==> config.mk <==
export PLATFORM = sky130hd
export DESIGN_NAME = tlul_master_arbiter
export DESIGN_NICKNAME = d
export VERILOG_FILES = /design/src/rtl/tlul_arb_pkg.sv /design/src/rtl/tlul_id_fifo.sv /design/src/rtl/tlul_master_arbiter.sv
export SDC_FILE = /design/constraint.sdc
export NUM_CORES = 1
export LEC_CHECK = 0
export ABC_AREA = 1
export CORE_AREA = 2 2 147 149
export CTS_BUF_LIST = sky130_fd_sc_hd__clkbuf_8
export DETAILED_ROUTE_END_ITERATION = 7
export DIE_AREA = 0 0 149 151
export MAX_ROUTING_LAYER = met4
export PLACE_DENSITY_LB_ADDON = 0.05
export SYNTH_ARGS = -nofsm -noshare
export SYNTH_HDL_FRONTEND = slang
export SYNTH_SLANG_ARGS = --single-unit
==> constraint.sdc <==
create_clock -name clk_24 -period 2.6 [get_ports clk_24]
set_input_delay 0.39 -clock clk_24 [delete_from_list [all_inputs] [get_ports clk_24]]
set_output_delay 0.39 -clock clk_24 [all_outputs]
set_load 0.01 [all_outputs]
==> src/rtl/tlul_arb_pkg.sv <==
// Shared types and default widths for the 2:1 TL-UL master arbiter.
package tlul_arb_pkg;

  localparam int unsigned DefAddrWidth   = 32;
  localparam int unsigned DefDataWidth   = 32;
  localparam int unsigned DefSizeWidth   = 3;
  localparam int unsigned DefOpcodeWidth = 3;
  localparam int unsigned DefParamWidth  = 3;
  localparam int unsigned DefMaxOutst    = 4;

  // A-channel arbitration state
  typedef enum logic {
    StArb  = 1'b0,
    StHold = 1'b1
  } arb_state_e;

  // One in-flight request: which master issued it and its original a_source
  typedef struct packed {
    logic master_id;
    logic orig_source;
  } id_entry_t;

  localparam int unsigned IdEntryWidth = $bits(id_entry_t);

endpackage

==> src/rtl/tlul_id_fifo.sv <==
// In-order ID FIFO recording {master_id, orig_source} per accepted A beat.
// Pointers carry one extra wrap bit so full/empty are told apart without a counter.
module tlul_id_fifo
  import tlul_arb_pkg::*;
#(
  parameter int unsigned Depth = DefMaxOutst,
  parameter int unsigned Width = IdEntryWidth
) (
  input  logic             clk_24,
  input  logic             reset,
  input  logic             push,
  input  logic             pop,
  input  logic [Width-1:0] din,
  output logic [Width-1:0] dout,
  output logic             full,
  output logic             empty
);

  localparam int unsigned AddrW = $clog2(Depth);
  localparam int unsigned PtrW  = AddrW + 1;

  logic [PtrW-1:0]  wr_q, rd_q;
  logic [Width-1:0] mem_q [Depth];

  assign empty = (wr_q == rd_q);
  assign full  = (wr_q[AddrW] != rd_q[AddrW]) && (wr_q[AddrW-1:0] == rd_q[AddrW-1:0]);
  assign dout  = mem_q[rd_q[AddrW-1:0]];

  // Pointer and storage update; push/pop are ignored when they would over/underflow
  always_ff @(posedge clk_24) begin
    if (!reset) begin
      wr_q <= '0;
      rd_q <= '0;
      for (int i = 0; i < int'(Depth); i++) begin
        mem_q[i] <= '0;
      end
    end else begin
      if (push && !full) begin
        mem_q[wr_q[AddrW-1:0]] <= din;
        wr_q                   <= wr_q + PtrW'(1);
      end
      if (pop && !empty) begin
        rd_q <= rd_q + PtrW'(1);
      end
    end
  end

endmodule

==> src/rtl/tlul_master_arbiter.sv <==
// 2:1 TL-UL master arbiter: round-robin on channel A with a grant lock while the
// downstream stalls, a_source rewritten to the winning master index, and channel D
// steered back through an in-order ID FIFO.
// Optional macro TLUL_ARB_STATS_EN adds saturating grant/stall counters.
module tlul_master_arbiter
  import tlul_arb_pkg::*;
#(
  parameter int unsigned ADDR_WIDTH   = DefAddrWidth,
  parameter int unsigned DATA_WIDTH   = DefDataWidth,
  parameter int unsigned MASK_WIDTH   = DATA_WIDTH / 8,
  parameter int unsigned SIZE_WIDTH   = DefSizeWidth,
  parameter int unsigned OPCODE_WIDTH = DefOpcodeWidth,
  parameter int unsigned PARAM_WIDTH  = DefParamWidth,
  parameter int unsigned MAX_OUTST    = DefMaxOutst
) (
  input  logic                    clk_24,
  input  logic                    reset,
  // Requester 0
  input  logic                    m0_a_valid,
  output logic                    m0_a_ready,
  input  logic [OPCODE_WIDTH-1:0] m0_a_opcode,
  input  logic [PARAM_WIDTH-1:0]  m0_a_param,
  input  logic [SIZE_WIDTH-1:0]   m0_a_size,
  input  logic                    m0_a_source,
  input  logic [ADDR_WIDTH-1:0]   m0_a_address,
  input  logic [MASK_WIDTH-1:0]   m0_a_mask,
  input  logic [DATA_WIDTH-1:0]   m0_a_data,
  output logic                    m0_d_valid,
  input  logic                    m0_d_ready,
  output logic [OPCODE_WIDTH-1:0] m0_d_opcode,
  output logic [PARAM_WIDTH-1:0]  m0_d_param,
  output logic [SIZE_WIDTH-1:0]   m0_d_size,
  output logic                    m0_d_source,
  output logic                    m0_d_sink,
  output logic [DATA_WIDTH-1:0]   m0_d_data,
  output logic                    m0_d_error,
  // Requester 1
  input  logic                    m1_a_valid,
  output logic                    m1_a_ready,
  input  logic [OPCODE_WIDTH-1:0] m1_a_opcode,
  input  logic [PARAM_WIDTH-1:0]  m1_a_param,
  input  logic [SIZE_WIDTH-1:0]   m1_a_size,
  input  logic                    m1_a_source,
  input  logic [ADDR_WIDTH-1:0]   m1_a_address,
  input  logic [MASK_WIDTH-1:0]   m1_a_mask,
  input  logic [DATA_WIDTH-1:0]   m1_a_data,
  output logic                    m1_d_valid,
  input  logic                    m1_d_ready,
  output logic [OPCODE_WIDTH-1:0] m1_d_opcode,
  output logic [PARAM_WIDTH-1:0]  m1_d_param,
  output logic [SIZE_WIDTH-1:0]   m1_d_size,
  output logic                    m1_d_source,
  output logic                    m1_d_sink,
  output logic [DATA_WIDTH-1:0]   m1_d_data,
  output logic                    m1_d_error,
  // Shared downstream socket
  output logic                    s_a_valid,
  input  logic                    s_a_ready,
  output logic [OPCODE_WIDTH-1:0] s_a_opcode,
  output logic [PARAM_WIDTH-1:0]  s_a_param,
  output logic [SIZE_WIDTH-1:0]   s_a_size,
  output logic                    s_a_source,
  output logic [ADDR_WIDTH-1:0]   s_a_address,
  output logic [MASK_WIDTH-1:0]   s_a_mask,
  output logic [DATA_WIDTH-1:0]   s_a_data,
  input  logic                    s_d_valid,
  output logic                    s_d_ready,
  input  logic [OPCODE_WIDTH-1:0] s_d_opcode,
  input  logic [PARAM_WIDTH-1:0]  s_d_param,
  input  logic [SIZE_WIDTH-1:0]   s_d_size,
  input  logic                    s_d_source,
  input  logic                    s_d_sink,
  input  logic [DATA_WIDTH-1:0]   s_d_data,
  input  logic                    s_d_error,
`ifdef TLUL_ARB_STATS_EN
  output logic [31:0]             stat_grant_m0,
  output logic [31:0]             stat_grant_m1,
  output logic [31:0]             stat_stall,
`endif
  output logic                    err_spurious
);

  logic [1:0] a_valid;
  assign a_valid = {m1_a_valid, m0_a_valid};

  arb_state_e state_q, state_d;
  logic       lock_q, lock_d;
  logic       rr_q, rr_d;
  logic       err_q, err_d;
  logic       grant, gnt_vld, fire;

  logic       fifo_full, fifo_empty, fifo_pop;
  id_entry_t  push_entry, head_entry;

  // Arbitration FSM: pick in ARB, freeze the winner in HOLD until the slave accepts
  always_comb begin
    state_d = state_q;
    lock_d  = lock_q;
    grant   = rr_q;
    gnt_vld = 1'b0;
    unique case (state_q)
      StArb: begin
        // Fullness gates only new grants; a held beat is already accounted for
        if (!fifo_full) begin
          if (a_valid[rr_q]) begin
            grant   = rr_q;
            gnt_vld = 1'b1;
          end else if (a_valid[~rr_q]) begin
            grant   = ~rr_q;
            gnt_vld = 1'b1;
          end
        end
        if (gnt_vld && !s_a_ready) begin
          state_d = StHold;
          lock_d  = grant;
        end
      end
      StHold: begin
        grant   = lock_q;
        gnt_vld = a_valid[lock_q];
        if (gnt_vld && s_a_ready) begin
          state_d = StArb;
        end
      end
      default: state_d = StArb;
    endcase
    // Outputs stay quiet while reset is held
    if (!reset) begin
      gnt_vld = 1'b0;
    end
  end

  assign fire       = gnt_vld & s_a_ready;
  assign rr_d       = fire ? ~grant : rr_q;
  assign m0_a_ready = fire & (grant == 1'b0);
  assign m1_a_ready = fire & (grant == 1'b1);
  assign s_a_valid  = gnt_vld;

  assign push_entry.master_id   = grant;
  assign push_entry.orig_source = grant ? m1_a_source : m0_a_source;

  // A-channel field mux toward the slave; source becomes the master index
  always_comb begin
    s_a_opcode  = '0;
    s_a_param   = '0;
    s_a_size    = '0;
    s_a_source  = 1'b0;
    s_a_address = '0;
    s_a_mask    = '0;
    s_a_data    = '0;
    if (gnt_vld) begin
      s_a_source = grant;
      if (grant) begin
        s_a_opcode  = m1_a_opcode;
        s_a_param   = m1_a_param;
        s_a_size    = m1_a_size;
        s_a_address = m1_a_address;
        s_a_mask    = m1_a_mask;
        s_a_data    = m1_a_data;
      end else begin
        s_a_opcode  = m0_a_opcode;
        s_a_param   = m0_a_param;
        s_a_size    = m0_a_size;
        s_a_address = m0_a_address;
        s_a_mask    = m0_a_mask;
        s_a_data    = m0_a_data;
      end
    end
  end

  // D-channel steering by FIFO head; with no owner the beat is sunk and flagged
  always_comb begin
    m0_d_valid  = 1'b0;
    m0_d_opcode = '0;
    m0_d_param  = '0;
    m0_d_size   = '0;
    m0_d_source = 1'b0;
    m0_d_sink   = 1'b0;
    m0_d_data   = '0;
    m0_d_error  = 1'b0;
    m1_d_valid  = 1'b0;
    m1_d_opcode = '0;
    m1_d_param  = '0;
    m1_d_size   = '0;
    m1_d_source = 1'b0;
    m1_d_sink   = 1'b0;
    m1_d_data   = '0;
    m1_d_error  = 1'b0;
    s_d_ready   = 1'b0;
    if (reset) begin
      if (fifo_empty) begin
        s_d_ready = s_d_valid;
      end else if (head_entry.master_id) begin
        m1_d_valid  = s_d_valid;
        m1_d_opcode = s_d_opcode;
        m1_d_param  = s_d_param;
        m1_d_size   = s_d_size;
        m1_d_source = head_entry.orig_source;
        m1_d_sink   = s_d_sink;
        m1_d_data   = s_d_data;
        m1_d_error  = s_d_error;
        s_d_ready   = m1_d_ready;
      end else begin
        m0_d_valid  = s_d_valid;
        m0_d_opcode = s_d_opcode;
        m0_d_param  = s_d_param;
        m0_d_size   = s_d_size;
        m0_d_source = head_entry.orig_source;
        m0_d_sink   = s_d_sink;
        m0_d_data   = s_d_data;
        m0_d_error  = s_d_error;
        s_d_ready   = m0_d_ready;
      end
    end
  end

  assign fifo_pop     = s_d_valid & s_d_ready & ~fifo_empty;
  assign err_d        = s_d_valid & fifo_empty & reset;
  assign err_spurious = err_q;

  tlul_id_fifo #(
    .Depth (MAX_OUTST),
    .Width (IdEntryWidth)
  ) u_id_fifo (
    .clk_24 (clk_24),
    .reset  (reset),
    .push   (fire),
    .pop    (fifo_pop),
    .din    (push_entry),
    .dout   (head_entry),
    .full   (fifo_full),
    .empty  (fifo_empty)
  );

  // Arbiter state, lock, round-robin pointer and spurious-beat pulse
  always_ff @(posedge clk_24) begin
    if (!reset) begin
      state_q <= StArb;
      lock_q  <= 1'b0;
      rr_q    <= 1'b0;
      err_q   <= 1'b0;
    end else begin
      state_q <= state_d;
      lock_q  <= lock_d;
      rr_q    <= rr_d;
      err_q   <= err_d;
    end
  end

`ifdef TLUL_ARB_STATS_EN
  logic [31:0] grant_m0_q, grant_m1_q, stall_q;
  logic        stall;

  assign stall         = (|a_valid) & ~fire & reset;
  assign stat_grant_m0 = grant_m0_q;
  assign stat_grant_m1 = grant_m1_q;
  assign stat_stall    = stall_q;

  // Saturating per-master grant counters and stall-cycle counter
  always_ff @(posedge clk_24) begin
    if (!reset) begin
      grant_m0_q <= '0;
      grant_m1_q <= '0;
      stall_q    <= '0;
    end else begin
      if (m0_a_ready && (grant_m0_q != '1)) grant_m0_q <= grant_m0_q + 32'd1;
      if (m1_a_ready && (grant_m1_q != '1)) grant_m1_q <= grant_m1_q + 32'd1;
      if (stall && (stall_q != '1))         stall_q    <= stall_q + 32'd1;
    end
  end
`endif

endmodule

# Word-level counts from Yosys, hierarchy flattened
# Memory sizes are Yosys's and may differ from the RTL's. A register that Yosys moved wholly into a read port is not among the register bits.
# Index checks and enable logic that the tools add are counted.
dict set report totals {
  mem_bits_rw 8
  memories 1
  ff_bits 10
  in_bits 208
  out_inout_bits 173
}
# name depth word_bits read_ports rd_ports_with_merged_regs write_ports line
set mem_list {}
lappend mem_list {u_id_fifo.mem_q 4 2 1 1 4 tlul_id_fifo.sv:23} ;# logic [Width-1:0] mem_q [Depth];
dict set report classes {
  n_lt_le_gt_ge 3
  add_sub_neg 2
  n_bitwise 11
  reduce_logical 10
  muxes 93
  n_eq_ne 3
}
# op n
set op_table {}
lappend op_table {{$mux W32} 10}
lappend op_table {{$mux W3} 24}
lappend op_table {{$mux W1} 50}
lappend op_table {{$mux W2} 4}
lappend op_table {{$mux W4} 2}
lappend op_table {{$and A1 B1 Y1} 7}
lappend op_table {{$add A3 B1 Y3 const B} 2}
lappend op_table {{$lt A1 B2 Y1 const B} 3}
lappend op_table {{$pmux W1 S2} 3}
lappend op_table {{$logic_and A1 B1 Y1} 5}
lappend op_table {{$not A1 Y1} 4}
lappend op_table {{$eq A3 B3 Y1} 1}
lappend op_table {{$logic_not A1 Y1} 3}
lappend op_table {{$eq A2 B2 Y1} 1}
lappend op_table {{$reduce_and A2 Y1} 1}
lappend op_table {{$reduce_or A2 Y1} 1}
lappend op_table {{$ne A1 B1 Y1} 1}

# Logic depth before layout (Yosys ltp)
# Gate-level depths: netlist (run 1).
dict set report logic_depth {
  word_depth 16
  ltp_mapped 13
}

# Modules after synthesis
# From an unflattened synthesis (run 1), not the netlist that was laid out.
dict set report unflattened {
  cells_unflattened 555
  area_unflattened_um2 3154.3
}
# mod area_per_inst_um2 cells_per_inst n_inst seq_area_each_um2
set by_module_without_submodules {}
lappend by_module_without_submodules {tlul_master_arbiter 2322.2 460 1 80.1}
lappend by_module_without_submodules {tlul_id_fifo 832.0 95 1 400.4}

# Worst setup path before layout (run 1)
# Ideal clock, no wire load.
dict set report synth_timing {
  path_kind {register to output}
  startpoint {reg u_id_fifo.wr_q[0]}
  endpoint {out s_a_address[0]}
  t_arrival_ns 1.567
  stages_incl_launch_ff 10
  slack_ns 0.643
  cell_sequence {dfxtp_1 > xnor2_1 > nand3_1 > nand2_1 > nand3_1 > nand2_1 > buf_2 > buf_2 > nor2_1 > nor2_1}
}
dict set report synth_between {
  elab_chain_len 7
  word_cells_on_any_way 10
}
# item line
set synth_rtl {}
lappend synth_rtl {{start, declared} tlul_id_fifo.sv:22} ;# logic [PtrW-1:0] wr_q, rd_q;
lappend synth_rtl {{start signal, assigned} tlul_id_fifo.sv:40} ;# wr_q <= wr_q + PtrW'(1);
lappend synth_rtl {{$eq A2 B2 Y1 (*)} tlul_id_fifo.sv:26} ;# assign full = (wr_q[AddrW] != rd_q[AddrW]) && (wr_q[AddrW-1:0] == rd_q[AddrW-1:0]);
lappend synth_rtl {{$logic_and A1 B1 Y1 (*)} tlul_id_fifo.sv:26}
lappend synth_rtl {{$mux W1} tlul_master_arbiter.sv:104} ;# if (!fifo_full) begin
lappend synth_rtl {{$mux W1} tlul_master_arbiter.sv:101} ;# unique case (state_q)
lappend synth_rtl {{$pmux W1 S2} tlul_master_arbiter.sv:101}
lappend synth_rtl {{$mux W1} tlul_master_arbiter.sv:128} ;# if (!reset) begin
lappend synth_rtl {{$mux W32 (*)} tlul_master_arbiter.sv:151} ;# if (gnt_vld) begin
lappend synth_rtl {{end, declared} tlul_master_arbiter.sv:63} ;# output logic [ADDR_WIDTH-1:0] s_a_address,
# Every way passes the cells marked *; elsewhere a longest branch is shown, timed or not. The select of a mux whose other input is x is not followed.

# Final worst setup path (run 1)
dict set report layout_timing {
  startpoint {reg u_id_fifo.rd_q[0]}
  endpoint {out s_a_opcode[0]}
}
dict set report layout_between {
  elab_chain_len 7
  word_cells_on_any_way 10
}
# item line
set layout_rtl {}
lappend layout_rtl {{start, declared} tlul_id_fifo.sv:22}
lappend layout_rtl {{start signal, assigned} tlul_id_fifo.sv:43} ;# rd_q <= rd_q + PtrW'(1);
lappend layout_rtl {{$eq A2 B2 Y1 (*)} tlul_id_fifo.sv:26}
lappend layout_rtl {{$logic_and A1 B1 Y1 (*)} tlul_id_fifo.sv:26}
lappend layout_rtl {{$mux W1} tlul_master_arbiter.sv:104}
lappend layout_rtl {{$mux W1} tlul_master_arbiter.sv:101}
lappend layout_rtl {{$pmux W1 S2} tlul_master_arbiter.sv:101}
lappend layout_rtl {{$mux W1} tlul_master_arbiter.sv:128}
lappend layout_rtl {{$mux W3 (*)} tlul_master_arbiter.sv:151}
lappend layout_rtl {{end, declared} tlul_master_arbiter.sv:59} ;# output logic [OPCODE_WIDTH-1:0] s_a_opcode,
# Marks and branches as above.

==> results of run 1 <==
flip-flops by register name, summed over array words and instances (netlist names), named ones only:
register	count
u_id_fifo.mem_q	8
u_id_fifo.rd_q	3
u_id_fifo.wr_q	3
err_spurious	1
lock_q	1
rr_q	1
state_q	1
per-layer routing:
metal	up-vias	global-route usage	part of all wire
li1	2920	-	-
met1	2389	0.184	0.37
met2	226	0.329	0.54
met3	10	0.0370	0.074
met4	0	0.0157	0.0095
met5	-	-	0
metrics by stage:
stage	util	hold WS [ns]	instances	TNS [ns]
6_report	0.391	0.599	1396	0
2_1_floorplan	-	0.476	715	0
4_1_cts	0.383	0.593	1387	-0.192
3_5_place_dp	0.372	0.579	1366	-34.14
5_1_grt	0.391	0.612	1396	-0.105
3_3_place_gp	0.372	0.571	1366	-34.17
path summary, 6_finish.rpt:
path,startpoint,to,slack (ns),cells past startpoint
max,u_id_fifo.rd_q[0],s_a_opcode[0],0.09,10
min,lock_q,lock_q,0.60,2
max reg2reg,u_id_fifo.rd_q[0],u_id_fifo.mem_q[0][0],0.64,10
min reg2reg,lock_q,lock_q,0.60,2
power breakdown:
part	switching (W)	internal [W]
logic	0.000671	0.000759
clock network	0.000108	0.000105
registers	0.00000902	0.000338
total	0.000788	0.00120
cells in the final DEF, fill, tap and decap left out, drive strengths merged, types with 2 or more instances in the layout:
cell type      instances
clkdlybuf4s50        206
nand2                199
nor2                 179
inv                  145
nor3                  91
buf                   83
dlymetal6s2s          62
clkbuf                43
dlygate4sd2           38
clkdlybuf4s15         15
nand3                 12
dfxtp                 12
a21oi                  9
edfxtp                 8
o21ai                  5
nand4                  2
o22ai                  2
xor2                   2
ha                     2
layout make-up:
type / count / area (um2)
Tap cell: 275 / 344
Multi-Input combinational cell: 507 / 2260
Timing Repair Buffer: 445 / 4460
Sequential cell: 20 / 494
Inverter: 145 / 544
Fill cell: 2294 / 12700
Clock buffer: 3 / 41.3
Clock inverter: 1 / 3.75
critical path, delay by kind of cell (launching register included):
| family | cells | cell delay [ns] |
|---|---|---|
| buffers and inverters | 3 | 0.56 |
| XOR/XNOR | 1 | 0.22 |
| AND/OR/NAND/NOR | 6 | 0.71 |
| flip-flops | 1 | 0.37 |
cell families after synthesis:
kind of cell	Yosys count
AO/OA/AOI/OAI	17
XOR/XNOR	3
adder cells (fa/ha/maj)	2
buffers and inverters	189
flip-flops	20
AND/OR/NAND/NOR	484
timing repair:
action / in CTS / in global routing
cloned: 4 / 1
hold buffers: 0 / 0
pin swaps: 6 / 9
resized for setup: 191 / 197
endpoints found under the setup margin: 137 / 136
buffers inserted: 13 / 8
==> impl_metrics.yaml, run 1 <==
setup_path:
  critical-path-slowest-cell: "dfxtp_4"
  path_cells: "xnor2_4, nand4_1, nand3_4, nand2_8, buf_4, buf_4, nand2_1, nand2_1, nor2_1, clkdlybuf4s15_1"
  cp.required_ns: 2.21
  worstSetupPathType: "register to output pin"
  arrival_ns: 2.12
  cp-end-kind: "output pin"
  crit_fanout: 5
  start_kind: "register"
  critPathMaxStageDelay_ns: 0.37
synthesis:
  syn_area_per_cell_um2: 4.67
  syn-num-nets: 925
  synth_ff_type: "dfxtp_1"
  yosys.area_share.simple: 0.589
  synth_top_family_by_area: "simple AND/OR/NAND/NOR gates"
  synth_fa_ha_area_frac: 0.00749
  synth.largest_area_cell: "nand2_1"
  syn_area_um2: 3340
  yosysMostFrequentCell: "nand2_1"
  synth_seq_cells: 20
  ys_types: 24
  synth_compound_area_frac: 0.0273
  yosys-top-cells-count: "nand2_1, nor2_1, inv_1"
  synth-edff-count: 8
  synthTopCellsByArea: "nand2_1, nor2_1, inv_1"
  synth_top_area_share: 0.222
  synth_xor_area_frac: 0.00787
  yosysWarnings: 0
  syn_inst: 715
  seq_area_frac_synth: 0.144
  muxShareOfSynthArea: 0
  async_reset_ff_frac: 0
sta:
  period_minus_slack_ns: 2.51
  rsz0062_at_grt: "true"
  period_share: 0.965
  slew_headroom: 0.691
  setup_viol_count_final: 0
  timing.fmax_mhz: 398
  fin_skew_ns: 0.00154
  hold_violations: 0
  tightest_slew_ns: 0.463
  maxSlewViolCount: 0
  fin_ws_ns: 0.0902
placement:
  port_buffers: 379
  place_area_um2: 7740
  pre_cts_ws_ns: -0.564
  finalWeightedCongestion: 0.767
  post-dp-hpwl_mm: 16.3
final_layout:
  finalNetCount: 1332
  areaGrowthSynthToFinish_pct: 144
  diodes: 0
  drive_gt1_frac: 0.152
  final_cell_area_um2: 8140
floorplanning:
  die_h_um: 151
  pin_count: 381
  die_w_um: 149
  initial_utilization: 0.160
  core_area_um2: 20800
  row_count: 53
  design.die.area_um2: 22500
global_route:
  grt_overflow: 0
  track_usage: 0.170
  grt_pass1_vias: 5139
  grt_max_degree: 91
  antenna_found_initial: 0
  grt_pass1_wl_mm: 29.0
routing:
  route.antenna.remaining_nets: 0
  drc_errors: 0
  num_vias: 5545
  via_per_inst: 3.97
  drt_first_pass_iters: 4
  drt_iter0_drc: 176
  wl_mm: 20.5
  drt-wirelength-per-cell_um: 14.7
min_path:
  hold_path_class: "register to register"
clocking:
  cts-root-buf: "clkbuf_8"
  cts_buffers: 3
  cts_max_path_buffers: 2
  cts-htree-levels: 1
  cts_tree: "yes"
  clkSinkCount: 20
  clock_latency_ns: 0.26
  cts.clk_slew.worst_paths_ns: 0.08
pwr:
  powerDensity_nw_per_um2: 244
  p_leak_nw: 5.16
  worst_ir_drop_vdd_mv: 0.166
  p_total_w: 0.00199
outcome:
  outcome: "completed"
job:
  maxCapViolCount: 0
Power figures use the tool's default switching activity.
==> run 2, diff against run 1 <==
REMOVE_ABC_BUFFERS = 1   (was default)
clock period = 2.95 ns   (was 2.6 ns; I/O delays follow)
==> impl_metrics.yaml, run 2 (synthesis results as in run 1) <==
clocking:
  cts.clk_slew.worst_paths_ns: 0.08
  cts-htree-levels: 1
  clkSinkCount: 20
  cts-root-buf: "clkbuf_8"
  cts_tree: "yes"
  cts_buffers: 3
  clock_latency_ns: 0.26
  cts_hold_buf: 0
  cts_max_path_buffers: 2
routing:
  drt_iter0_drc: 130
  wl_mm: 20.7
  via_per_inst: 3.87
  drt_first_pass_iters: 4
  route.antenna.remaining_nets: 0
  num_vias: 5318
  drt-wirelength-per-cell_um: 15.1
  drc_errors: 0
final_layout:
  layout_common_cells: "clkdlybuf4s50_1, nand2_1, nor2_1"
  fin_util: 0.375
  final_cell_area_um2: 7820
  largest-register: "u_id_fifo.mem_q"
  largest_register_ffs: 8
  areaGrowthSynthToFinish_pct: 134
  layout_commonest_cell: "clkdlybuf4s50_1"
  drive_gt1_frac: 0.0665
  finalNetCount: 1309
  top_regs: "u_id_fifo.mem_q (8), u_id_fifo.rd_q (3), u_id_fifo.wr_q (3)"
floorplanning:
  pin_count: 381
  die_w_um: 149
  design.die.area_um2: 22500
  die_h_um: 151
  initial_utilization: 0.160
  core_area_um2: 20800
  row_count: 53
setup_path:
  critical-path-slowest-cell: "dfxtp_1"
  arrival_ns: 2.33
  cp.required_ns: 2.51
  path_cells: "inv_1, nand2_1, nand2_1, nand3_1, nand2_1, nand2_2, inv_2, nor3_4, buf_6, bufbuf_16, buf_12, nand2_1, nor2_1, clkdlybuf4s15_1"
  start_kind: "register"
  r2r_slack_ns: 0.93
  worstSetupPathType: "register to output pin"
  cp_common_cell: "nand2_1"
  crit_fanout: 12
  cp-end-kind: "output pin"
  reg2reg_depth: 9
  critPathMaxStageDelay_ns: 0.36
  reg2reg_to: "u_id_fifo.rd_q[1]"
sta:
  period_minus_slack_ns: 2.77
  period_share: 0.940
  tightest_slew_ns: 0.451
  timing.fmax_mhz: 361
  setup_viol_count_final: 0
  rsz0062_at_grt: "true"
  slew_headroom: 0.699
  fin_skew_ns: 0.00441
  maxSlewViolCount: 0
  hold_violations: 0
pwr:
  powerDensity_nw_per_um2: 216
  p_leak_nw: 3.92
  p_total_w: 0.00169
  worst_ir_drop_vdd_mv: 0.140
min_path:
  hold_path_depth: 2
  min_from: "u_id_fifo.rd_q[2]"
  hold_path_class: "register to register"
  holdPathEnd: "u_id_fifo.rd_q[2]"
global_route:
  track_usage: 0.176
  grt_overflow: 0
  grt_max_degree: 76
  grt_pass1_wl_mm: 29.7
  antenna_found_initial: 1
  grt_pass1_vias: 4888
job:
  maxCapViolCount: 0
outcome:
  outcome: "completed"
placement:
  finalWeightedCongestion: 0.816
  place_area_um2: 7650
  post-dp-hpwl_mm: 16.9
  port_buffers: 379
## run 2: cell types whose count changed in the layout (fill, tap and decap cells not counted), moves of 5 or more
| cell | previous run | this run |
|---|---|---|
| buf_2 | 17 | 1 |
| buf_4 | 37 | 23 |
| clkbuf_2 | 39 | 10 |
| clkdlybuf4s15_1 | 10 | 2 |
| clkdlybuf4s15_2 | 5 | 0 |
| clkdlybuf4s50_1 | 206 | 298 |
| dlygate4sd2_1 | 38 | 64 |
| dlymetal6s2s_1 | 62 | 4 |
| nand2_1 | 184 | 194 |
| nand2_2 | 11 | 3 |
## run 2: worst max-delay path, delay by kind of cell, from the launching register on
family,cells,cell delay [ns]
flops,1,0.36
buf+inv,6,0.89
simple gates,8,0.83
## run 2: area by class of cell
class                   instances  area [um2]
fillers                      2331       13000
repair buffers                422        4220
multi-input cells             507        2170
inverters                     145         547
flip-flops and latches         20         485
well taps                     275         344
clock buffers                   3        41.3
clock inverters                 1        3.75
diodes                          1        2.50
## run 2: worst max path at each step
stage	cells after the start	slack (ns)	from	end
after floorplan	7	-1.56	u_id_fifo.wr_q[0]	m1_a_ready
after global placement	13	-0.21	m0_a_valid	s_a_address[27]
after detailed placement	13	-0.22	m0_a_valid	s_a_address[1]
after CTS	13	-0.05	m0_a_valid	s_a_address[12]
after global routing	14	-0.02	u_id_fifo.rd_q[1]	s_a_size[2]
final	14	0.18	u_id_fifo.wr_q[1]	s_a_size[2]
## run 2: layer usage
layer	share of wire	global-route usage	vias to the layer above
met1	0.38	0.188	2263
met5	0	-	-
li1	-	-	2871
met2	0.53	0.340	166
met3	0.065	0.0328	18
met4	0.018	0.0329	0
## run 2: where the power goes
group          switching [W]  leakage, nW  total (W)  internal (W)
Combinational       0.000564         3.71    0.00120      0.000634
Clock              0.0000896       0.0269   0.000182     0.0000926
Sequential        0.00000739        0.183   0.000307      0.000300
Total               0.000661         3.92    0.00169       0.00103
## run 2: stage by stage
step | setup TNS [ns] | setup WS (ns) | hold slack (ns) | cells
floorplan | -99.60 | -1.56 | 0.476 | 671
global placement | -10.32 | -0.210 | 0.502 | 1359
detailed placement | -11.55 | -0.218 | 0.500 | 1359
CTS | -0.0813 | -0.0457 | 0.509 | 1369
global route | -0.0244 | -0.0173 | 0.507 | 1374
finish | 0 | 0.177 | 0.486 | 1374
## run 2: what timing repair did
item                       in CTS  in global routing
gates resized for setup        94                 39
buffers inserted                2                  4
cloned                          4                  0
setup endpoints to repair      79                 93
pin swaps                       0                  4
